**src/rtl/esp_uart_pkg.sv**
```systemverilog
// Shared types and constants for the ESP serial transmit path.
//   uart_state_e : bit-level UART framing states (IDLE, SCAN, START, DATA, STOP)
//   word_state_e : word-level sequencing states used by uart_word_tx
//   clks_per_bit : integer-truncated clock count per UART bit
package esp_uart_pkg;

  localparam int unsigned BYTE_BITS = 8;

  typedef enum logic [2:0] {
    IDLE,
    SCAN,
    START,
    DATA,
    STOP
  } uart_state_e;

  // SEND covers the whole START/DATA/STOP run of every byte in the word.
  typedef enum logic [1:0] {
    W_IDLE,
    W_SCAN,
    W_LAUNCH,
    W_SEND
  } word_state_e;

  function automatic int unsigned clks_per_bit(input int unsigned clk_freq,
                                               input int unsigned baud);
    return clk_freq / baud;
  endfunction

endpackage

```
**src/rtl/uart_byte_tx.sv**
```systemverilog
// 8N1 byte shifter: start bit, 8 data bits LSB first, one stop bit.
//   clk     : system clock, rising edge
//   rst     : asynchronous reset, active-low
//   start_i : byte_i is taken when idle, or on the final stop-bit clock
//             (the latter chains the next byte with no gap)
//   byte_i  : byte to send
//   done_o  : one-cycle pulse on the final clock of the stop bit
//   tx_o    : serial line, idle high, driven from a flop
module uart_byte_tx
  import esp_uart_pkg::*;
#(
  parameter int unsigned CLKS_PER_BIT = 868
) (
  input  logic                 clk,
  input  logic                 rst,
  input  logic                 start_i,
  input  logic [BYTE_BITS-1:0] byte_i,
  output logic                 done_o,
  output logic                 tx_o
);

  localparam int unsigned    CW        = (CLKS_PER_BIT > 1) ? $clog2(CLKS_PER_BIT) : 1;
  localparam logic [CW-1:0]  BAUD_LAST = CW'(CLKS_PER_BIT - 1);

  uart_state_e          st_q, st_d;
  logic [CW-1:0]        baud_q, baud_d;
  logic [2:0]           bit_q, bit_d;
  logic [BYTE_BITS-1:0] sh_q, sh_d;
  logic                 tx_q, tx_d;
  logic                 baud_last;

  assign baud_last = (baud_q == BAUD_LAST);
  assign tx_o      = tx_q;

  always_comb begin
    st_d   = st_q;
    baud_d = baud_last ? '0 : baud_q + CW'(1);
    bit_d  = bit_q;
    sh_d   = sh_q;
    done_o = 1'b0;
    unique case (st_q)
      IDLE: begin
        baud_d = '0;
        if (start_i) begin
          st_d  = START;
          sh_d  = byte_i;
          bit_d = '0;
        end
      end
      START: if (baud_last) st_d = DATA;
      DATA: begin
        if (baud_last) begin
          sh_d  = sh_q >> 1;
          bit_d = bit_q + 3'd1;
          if (bit_q == 3'd7) st_d = STOP;
        end
      end
      STOP: begin
        if (baud_last) begin
          done_o = 1'b1;
          if (start_i) begin
            st_d  = START;
            sh_d  = byte_i;
            bit_d = '0;
          end else begin
            st_d = IDLE;
          end
        end
      end
      default: st_d = IDLE;
    endcase
    // Line level follows the state being entered so the flop output lines up
    // with state boundaries; transitions only happen on baud wrap, which also
    // clears the baud counter on every state entry.
    unique case (st_d)
      START:   tx_d = 1'b0;
      DATA:    tx_d = sh_d[0];
      default: tx_d = 1'b1;
    endcase
  end

  always_ff @(posedge clk or negedge rst) begin
    if (!rst) begin
      st_q   <= IDLE;
      baud_q <= '0;
      bit_q  <= '0;
      sh_q   <= '0;
      tx_q   <= 1'b1;
    end else begin
      st_q   <= st_d;
      baud_q <= baud_d;
      bit_q  <= bit_d;
      sh_q   <= sh_d;
      tx_q   <= tx_d;
    end
  end

endmodule

```
**src/rtl/uart_word_tx.sv**
```systemverilog
// Serializes one word as 8N1 UART bytes, most-significant byte first,
// optionally dropping leading 0x00 bytes.
//   clk        : system clock, rising edge
//   rst        : asynchronous reset, active-low
//   tx_in_dat  : word to send (8*WORD_BYTES bits)
//   tx_in_val  : tx_in_dat valid
//   tx_out_rdy : word accepted on val & rdy at a rising edge
//   uart_tx    : serial line, idle high
//   busy       : high from accept until the final stop bit completes
module uart_word_tx
  import esp_uart_pkg::*;
#(
  parameter int unsigned CLK_FREQ   = 100_000_000,
  parameter int unsigned BAUD       = 115200,
  parameter int unsigned WORD_BYTES = 16,
  parameter int unsigned SKIP_ZEROS = 1
) (
  input  logic                            clk,
  input  logic                            rst,
  input  logic [BYTE_BITS*WORD_BYTES-1:0] tx_in_dat,
  input  logic                            tx_in_val,
  output logic                            tx_out_rdy,
  output logic                            uart_tx,
  output logic                            busy
);

  localparam int unsigned   CPB     = clks_per_bit(CLK_FREQ, BAUD);
  localparam int unsigned   WW      = BYTE_BITS * WORD_BYTES;
  localparam int unsigned   IW      = (WORD_BYTES > 1) ? $clog2(WORD_BYTES) : 1;
  localparam logic [IW-1:0] IDX_TOP = IW'(WORD_BYTES - 1);

  word_state_e          st_q, st_d;
  logic [WW-1:0]        word_q, word_d;
  logic [IW-1:0]        idx_q, idx_d;
  logic [IW-1:0]        sel;
  logic                 start;
  logic                 done;
  logic                 word_zero;
  logic [BYTE_BITS-1:0] byte_sel;

  assign word_zero  = (word_q == '0);
  assign byte_sel   = word_q[sel*BYTE_BITS +: BYTE_BITS];
  assign tx_out_rdy = (st_q == W_IDLE);
  assign busy       = (st_q != W_IDLE);

  always_comb begin
    st_d   = st_q;
    word_d = word_q;
    idx_d  = idx_q;
    sel    = idx_q;
    start  = 1'b0;
    unique case (st_q)
      W_IDLE: begin
        if (tx_in_val) begin
          st_d   = W_SCAN;
          word_d = tx_in_dat;
          idx_d  = IDX_TOP;
        end
      end
      W_SCAN: begin
        // Ascending loop: the highest nonzero byte is the last assignment.
        if (SKIP_ZEROS != 0) begin
          for (int unsigned i = 0; i < WORD_BYTES; i++) begin
            if (word_q[i*BYTE_BITS +: BYTE_BITS] != '0) idx_d = IW'(i);
          end
        end
        st_d = W_LAUNCH;
      end
      W_LAUNCH: begin
        if ((SKIP_ZEROS != 0) && word_zero) begin
          st_d = W_IDLE;
        end else begin
          start = 1'b1;
          st_d  = W_SEND;
        end
      end
      W_SEND: begin
        // The next byte is offered on the stop-bit's final clock so the
        // shifter chains straight into its start bit.
        if (done) begin
          if (idx_q == '0) begin
            st_d = W_IDLE;
          end else begin
            idx_d = idx_q - IW'(1);
            sel   = idx_q - IW'(1);
            start = 1'b1;
          end
        end
      end
      default: st_d = W_IDLE;
    endcase
  end

  always_ff @(posedge clk or negedge rst) begin
    if (!rst) begin
      st_q   <= W_IDLE;
      word_q <= '0;
      idx_q  <= '0;
    end else begin
      st_q   <= st_d;
      word_q <= word_d;
      idx_q  <= idx_d;
    end
  end

  uart_byte_tx #(
    .CLKS_PER_BIT(CPB)
  ) u_byte_tx (
    .clk    (clk),
    .rst    (rst),
    .start_i(start),
    .byte_i (byte_sel),
    .done_o (done),
    .tx_o   (uart_tx)
  );

endmodule

```
**config.mk**
```make
export PLATFORM = sky130hd
export DESIGN_NAME = uart_word_tx
export DESIGN_NICKNAME = d
export VERILOG_FILES = /design/src/rtl/esp_uart_pkg.sv /design/src/rtl/uart_byte_tx.sv /design/src/rtl/uart_word_tx.sv
export SDC_FILE = /design/constraint.sdc
export NUM_CORES = 1
export LEC_CHECK = 0
export ABC_AREA = 0
export ABC_CLOCK_PERIOD_IN_PS = 3600
export CORE_MARGIN = 2
export CORE_UTILIZATION = 31
export DETAILED_ROUTE_END_ITERATION = 7
export PLACE_DENSITY = 0.54
export SYNTH_ARGS = -nofsm -noshare
export SYNTH_HDL_FRONTEND = slang
export SYNTH_SLANG_ARGS = --single-unit
```
**constraint.sdc**
```tcl
create_clock -name clk -period 3.6 [get_ports clk]
set_input_delay 0.36 -clock clk [delete_from_list [all_inputs] [get_ports clk]]
set_output_delay 0.36 -clock clk [all_outputs]
set_load 0.05 [all_outputs]
```
# [Word level (Yosys, flattened, before mapping)]
# Index checks and enable logic that the tools add are counted.
[word_totals] register_bits=159 in_bits=131 wordCells=106
[op_classes] n_reduce_logical=27 eq_ne=16 shifts=1 n_mux=50 n_addsub=3
[op_table] cell="128-bit logical NOT" count=1
[op_table] cell="8-bit nonzero test" count=16
[op_table] cell="128-bit by 8-bit variable part select with 8-bit output" count=1
[op_table] cell="4-bit two-way mux" count=20
[op_table] cell="3-bit two-way mux" count=8
[op_table] cell="8-bit two-way mux" count=3
[op_table] cell="8-bit case mux with 3 select lines" count=1
[op_table] cell="10-bit two-way mux" count=2
[op_table] cell="17-bit != test, second input constant" count=1
[op_table] cell="3-bit by 2-bit equality test with 1-bit output, second input constant" count=4
[op_table] cell="3-bit case mux with 4 select lines" count=1
[op_table] cell="4-bit case mux with 3 select lines" count=1
[op_table] cell="10-bit by 1-bit adder with 10-bit output, second input constant" count=1
[op_table] cell="10-bit equality test, second input constant" count=1
[op_table] cell="2-bit two-way mux" count=5
[op_table] cell="3-bit case mux with 3 select lines" count=1
[op_table] cell="3-bit AND reduction" count=3
[op_table] cell="2-bit case mux with 4 select lines" count=1
[op_table] cell="3-bit equality test, second input constant" count=2
[op_table] cell="2-bit != test, second input constant" count=3
[op_table] cell="3-bit nonzero test" count=2
[op_table] cell="1-bit two-way mux" count=5
[op_table] cell="2-bit equality test, second input constant" count=2
[op_table] cell="4-bit logical NOT" count=1
[op_table] cell="other kinds (9)" count=11

# [Depth between registers and ports, before layout]
[depth] ltp_word=18 ltp_mapped=13

# [Hierarchy]
# Synthesis repeated with hierarchy kept, for this count alone.
[unflattened] cells_unflattened=686 area_unflattened_um2=8226.6
[modules_own_cells] mod="uart_word_tx" instances=1 cells_each=576 area_each_um2=7004.2
[modules_own_cells] mod="uart_byte_tx" instances=1 cells_each=110 area_each_um2=1222.4

# [Worst setup path after synthesis]
# OpenSTA, ideal clock, no wires.
[synth_timing] path_type="register to register" from="register idx_q[1]" to="register u_byte_tx.sh_q[4]" required_ns=3.529 period_less_slack_ns=2.966 slack_ns=0.634 path_buffers=2 arrival_ns=2.895 path_stages_with_launch=13 setup_ns=0.071 path_cell_list="dfrtp_1 -> clkinv_1 -> clkbuf_1 -> ha_1 -> or3b_2 -> and2_1 -> nand3_1 -> clkbuf_1 -> o32ai_1 -> nor3_1 -> a21oi_1 -> a2111o_1 -> nand4_1"
[synth_between] elab_chain_len=8 elab_cells_between_ends=12 cone_classes="add/sub (1); shift (1); mux (9); reduce/logical (1)"
[synth_lines] element="start: declaration" line="uart_word_tx.sv:34" rtl="logic [IW-1:0] idx_q, idx_d;"
[synth_lines] element="start signal: assignment" line="uart_word_tx.sv:102" rtl="idx_q <= idx_d;"
[synth_lines] element="4-bit by 1-bit subtractor with 4-bit output / 4-bit logical NOT (equally long branches)" line="uart_word_tx.sv:85, uart_word_tx.sv:81"
[synth_lines] element="4-bit two-way mux (2 in series)"
[synth_lines] element="4-bit two-way mux" line="uart_word_tx.sv:52" rtl="unique case (st_q)"
[synth_lines] element="128-bit by 8-bit variable part select with 8-bit output" line="uart_word_tx.sv:42" rtl="assign byte_sel = word_q[sel*BYTE_BITS +: BYTE_BITS];"
[synth_lines] element="8-bit two-way mux *" line="uart_byte_tx.sv:44, uart_byte_tx.sv:61"
[synth_lines] element="8-bit two-way mux" line="uart_byte_tx.sv:59" rtl="if (baud_last) begin"
[synth_lines] element="8-bit case mux with 3 select lines *" line="uart_byte_tx.sv:41" rtl="unique case (st_q)"
[synth_lines] element="end signal: assignment" line="uart_byte_tx.sv:87" rtl="sh_q <= '0;"
[synth_lines] element="end signal: assignment" line="uart_byte_tx.sv:93" rtl="sh_q <= sh_d;"
[synth_lines] element="end: declaration" line="uart_byte_tx.sv:28" rtl="logic [BYTE_BITS-1:0] sh_q, sh_d;"
# Mark *: on every way between the ends. The rest lies on a longest branch, timed or not. The select of a mux whose other input is x is not followed.
# A chain may end at the register's enable or synchronous reset.

# [Worst setup path after layout]
[layout_timing] from="register word_q[33]" to="register u_byte_tx.sh_q[4]"
[layout_between] elab_chain_len=6
[layout_lines] element="start: declaration" line="uart_word_tx.sv:33" rtl="logic [WW-1:0] word_q, word_d;"
[layout_lines] element="start signal: assignment" line="uart_word_tx.sv:101" rtl="word_q <= word_d;"
[layout_lines] element="128-bit logical NOT *" line="uart_word_tx.sv:41" rtl="assign word_zero = (word_q == '0);"
[layout_lines] element="1-bit two-way mux *" line="uart_word_tx.sv:70" rtl="if ((SKIP_ZEROS != 0) && word_zero) begin"
[layout_lines] element="1-bit case mux with 2 select lines *" line="uart_word_tx.sv:52"
[layout_lines] element="8-bit two-way mux *"
[layout_lines] element="8-bit two-way mux"
[layout_lines] element="8-bit case mux with 3 select lines *"
# Marks and branches as above.

==> metrics.md <==
| Metric | Value |
|---|---|
| Fillers | `2686` |
| DRT met1 WL | `12400 um` |
| Clock group share of total power | `0.199` |
| H-tree levels | `4` |
| Yosys cell types | `73` |
| Mux cell area share after synthesis | `0.194` |
| CP Data Arrival Time | `3.50 ns` |
| Worst-Margin Slew | `0.854 ns` |
| Gpl congestion | `0.939` |
| Met2 wire len | `12300 um` |
| Highest metal used | `met4` |
| Die ar. | `29500 um2` |
| CP max FO | `11` |
| Tcrit/Tclk final | `0.890` |
| P per Cell Area | `850 nW/um2` |
| P&R area growth vs syn | `28.3%` |
| Clock Tree Buf Depth | `2` |
| Cts bufs inserted | `17` |
| Net Sw Frac | `0.397` |
| Post-synth EDFFs | `0` |
| WL met3 | `2070 um` |
| Starting DRT DRC Count | `702` |
| Final Skew | `0.0196 ns` |
| Synth area leader | `dfrtp_1` |
| Area contributors post-synth | `dfrtp_1 (45%), mux2_2 (17%), nand2_1 (3.2%)` |
| Design area | `11200 um2` |
| Power share of the sequential group | `0.391` |
| Final min period | `3.21 ns` |
| Total wire length | `27400 um` |
| Synth Area in Adders | `0.0115` |
| Max-Cap Viols | `0` |
| Synth Area in Compound Gates | `0.150` |
| Internal power | `5.73 mW` |
| Die width | `172 um` |
| Seq cells post-synth | `159` |
| Setup TNS | `0 ns` |
| PortBufs | `133` |
| Layout cells sized above 1 | `0.235` |
| Simple-Gate Fraction of Synth Area | `0.141` |
| Top cell type's share of synthesized area | `0.454` |
| RSZ-0062 raised after global routing | `no` |
| CP cell instances | `or4_1 > nor2_1 > nor4bb_1 > or4b_4 > o21a_1 > o211ai_1 > nand4_1` |
| Final Max Tran Viols | `0` |
| Max VDD drop | `0.413 mV` |
| Most common cell after layout, fill and taps aside | `dfrtp_1` |
| Via count | `7353` |
| Syn Area/Cell | `10.8 um2` |
| Top_reg_cell synth | `dfrtp_1` |
| Achievable clock frequency | `312 MHz` |
| Chip height | `172 um` |
| Status | `finished clean` |
| Initial Util | `0.314` |
| Global-route usage over all layers | `0.188` |
| First-pass GRT wire length | `42000 um` |
| CP startpoint kind | `flop` |
| Antenna Violating Nets Remaining | `0` |
| CTS tree | `done` |
| Setup crit end kind | `flop` |
| Residual DRC | `0` |
| Post-Syn Area | `8710 um2` |
| Max incr delay on CP | `0.60 ns` |
| DR vias/cell | `5.53` |
| Critical Path RT | `3.90 ns` |
| NumNets Final | `1079` |
| Worst min-delay path class | `in2async` |
| Psw | `3.77 mW` |
| Placed cell areas | `10600 um2` |
| Most frequent cells in the layout | `dfrtp_1 (158), mux2_2 (135), clkdlybuf4s50_1 (132)` |
| Initial antenna violation count | `0` |
| IO Pins | `134` |
| DRT Pass-1 Iters | `5` |
| XOR/XNOR share of the synthesized area | `0.0101` |
| Critical path class | `reg2reg` |
| Setup Fix Bufs, Post-CTS | `0` |
| Maximum number of pins on one net before global-route repair | `81` |
| Root buf cell | `clkbuf_16` |
| Wirelength per Cell | `20.6 um` |
| Async set or reset register ratio after synthesis | `1.00` |
| Clk sinks | `159` |
| DP HPWL | `20500 um` |
| Mapped Cells | `805` |
| # setup viols final | `0` |
| Clock transition at path regs | `0.07 ns` |
| Pleak | `4.38 nW` |
| Fin. Hold Viols | `0` |
| Post-Syn Nets | `944` |
| GR Overflow Total | `0` |
| Gate power share | `0.410` |
| Slew headroom | `0.426` |
| Clk Latency, worst-skew pair | `0.44 ns` |
| Synthesis warning total | `0` |
| Core area | `27700 um2` |
| Sequential area share after synthesis | `0.457` |
| Slowest-stage cell, CP | `or4_1` |
| Largest family of logic cells by synthesized area | `multiplexers` |
| Floorplan row count | `61` |
| Antenna cells | `0` |
| Vias in the first global route | `7244` |
[routing by layer]
layer  up-vias  track usage
met3        50       0.0462
met2       334        0.287
met4         0       0.0590
met1      3599        0.263
li1       3370            -
met5         -            0
[worst paths after layout]
check	from	end	slack [ns]	depth (start not counted)
worst min-delay path	rst	word_q[29]$_DFFE_PN0P_	0.40	2
worst max register to register	word_q[33]$_DFFE_PN0P_	u_byte_tx.sh_q[4]$_DFFE_PN0P_	0.39	7
min in group clk	u_byte_tx.baud_q[0]$_DFF_PN0_	u_byte_tx.baud_q[0]$_DFF_PN0_	0.49	1
max in group asynchronous	rst	u_byte_tx.tx_o$_DFF_PN1_	2.29	3
worst min register to register	u_byte_tx.baud_q[0]$_DFF_PN0_	u_byte_tx.baud_q[0]$_DFF_PN0_	0.49	1
worst max-delay path	word_q[33]$_DFFE_PN0P_	u_byte_tx.sh_q[4]$_DFFE_PN0P_	0.39	7
[area by class of cell]
type / instances / area, um2 / share of cell area
clock buffer: 17 / 425 / 0.0381
inverter: 12 / 45.0 / 0.00403
sequential: 159 / 3980 / 0.356
timing repair buffer: 168 / 1650 / 0.147
tap: 378 / 473 / 0.0423
clock inverter: 14 / 183 / 0.0163
multi-input combinational: 582 / 4430 / 0.396
[registers in the layout, indices dropped and copies added, names as in the netlist]
| register | flops |
|---|---|
| u_byte_tx.st_q | 3 |
| word_q | 128 |
| u_byte_tx.sh_q | 8 |
| u_byte_tx.bit_q | 3 |
| idx_q | 4 |
| st_q | 2 |
| u_byte_tx.baud_q | 10 |
| u_byte_tx.tx_o | 1 |
[stage by stage]
step           utilization  instances  setup slack (ns)  hold WS, ns  power (mW)
2_1_floorplan            -        805             0.634       0.0644        6.15
3_3_place_gp         0.381       1298             0.477        0.298        7.50
3_5_place_dp         0.381       1298             0.461        0.291        7.55
4_1_cts              0.404       1330             0.439        0.404        9.49
5_1_grt              0.404       1330             0.215        0.431        10.1
6_report             0.404       1330             0.394        0.395        9.51
[cells in the mapped netlist (12+ instances only)]
cell / n
o21ai_0: 19
o22ai_1: 29
o221ai_1: 12
mux2_2: 135
dfrtp_1: 158
nor4_1: 30
nor3_1: 23
a21oi_1: 13
nand3_1: 18
clkbuf_1: 35
nor2_1: 50
o32ai_1: 26
o211ai_1: 15
nand2_1: 74
[worst max-delay path: cells and delay by family (launching register included)]
family             cells  cell delay, ns
AOI/OAI and AO/OA      2            0.66
DFF                    1            0.42
and+or+nand+nor        5            2.00
[cells by family (layout without fill, tap and decap cells)]
kind of cell | Yosys count | count (layout)
DFF | 159 | 159
xor gates and xnor gates | 10 | 10
adders and majority gates | 8 | 8
buffers and inverters | 64 | 211
muxes | 146 | 146
AOI/OAI and AO/OA | 175 | 175
and+or+nand+nor | 243 | 243
[power groups by stage]
stage / logic, mW / clock network, mW / registers, mW
after CTS: 3.87 / 1.94 / 3.68
final: 3.90 / 1.89 / 3.72
after global routing: 4.22 / 2.01 / 3.82
after floorplan: 2.89 / 0 / 3.26
after global placement: 3.81 / 0 / 3.69
after detailed placement: 3.85 / 0 / 3.71
[timing repair]
action | in CTS | in global routing
hold buffers | 1 | 0
hold endpoints to repair | 36 | 0
endpoints found under the setup margin | 0 | 0
resized for setup | 0 | 0
No activity file was read; power rests on OpenSTA's default activity.
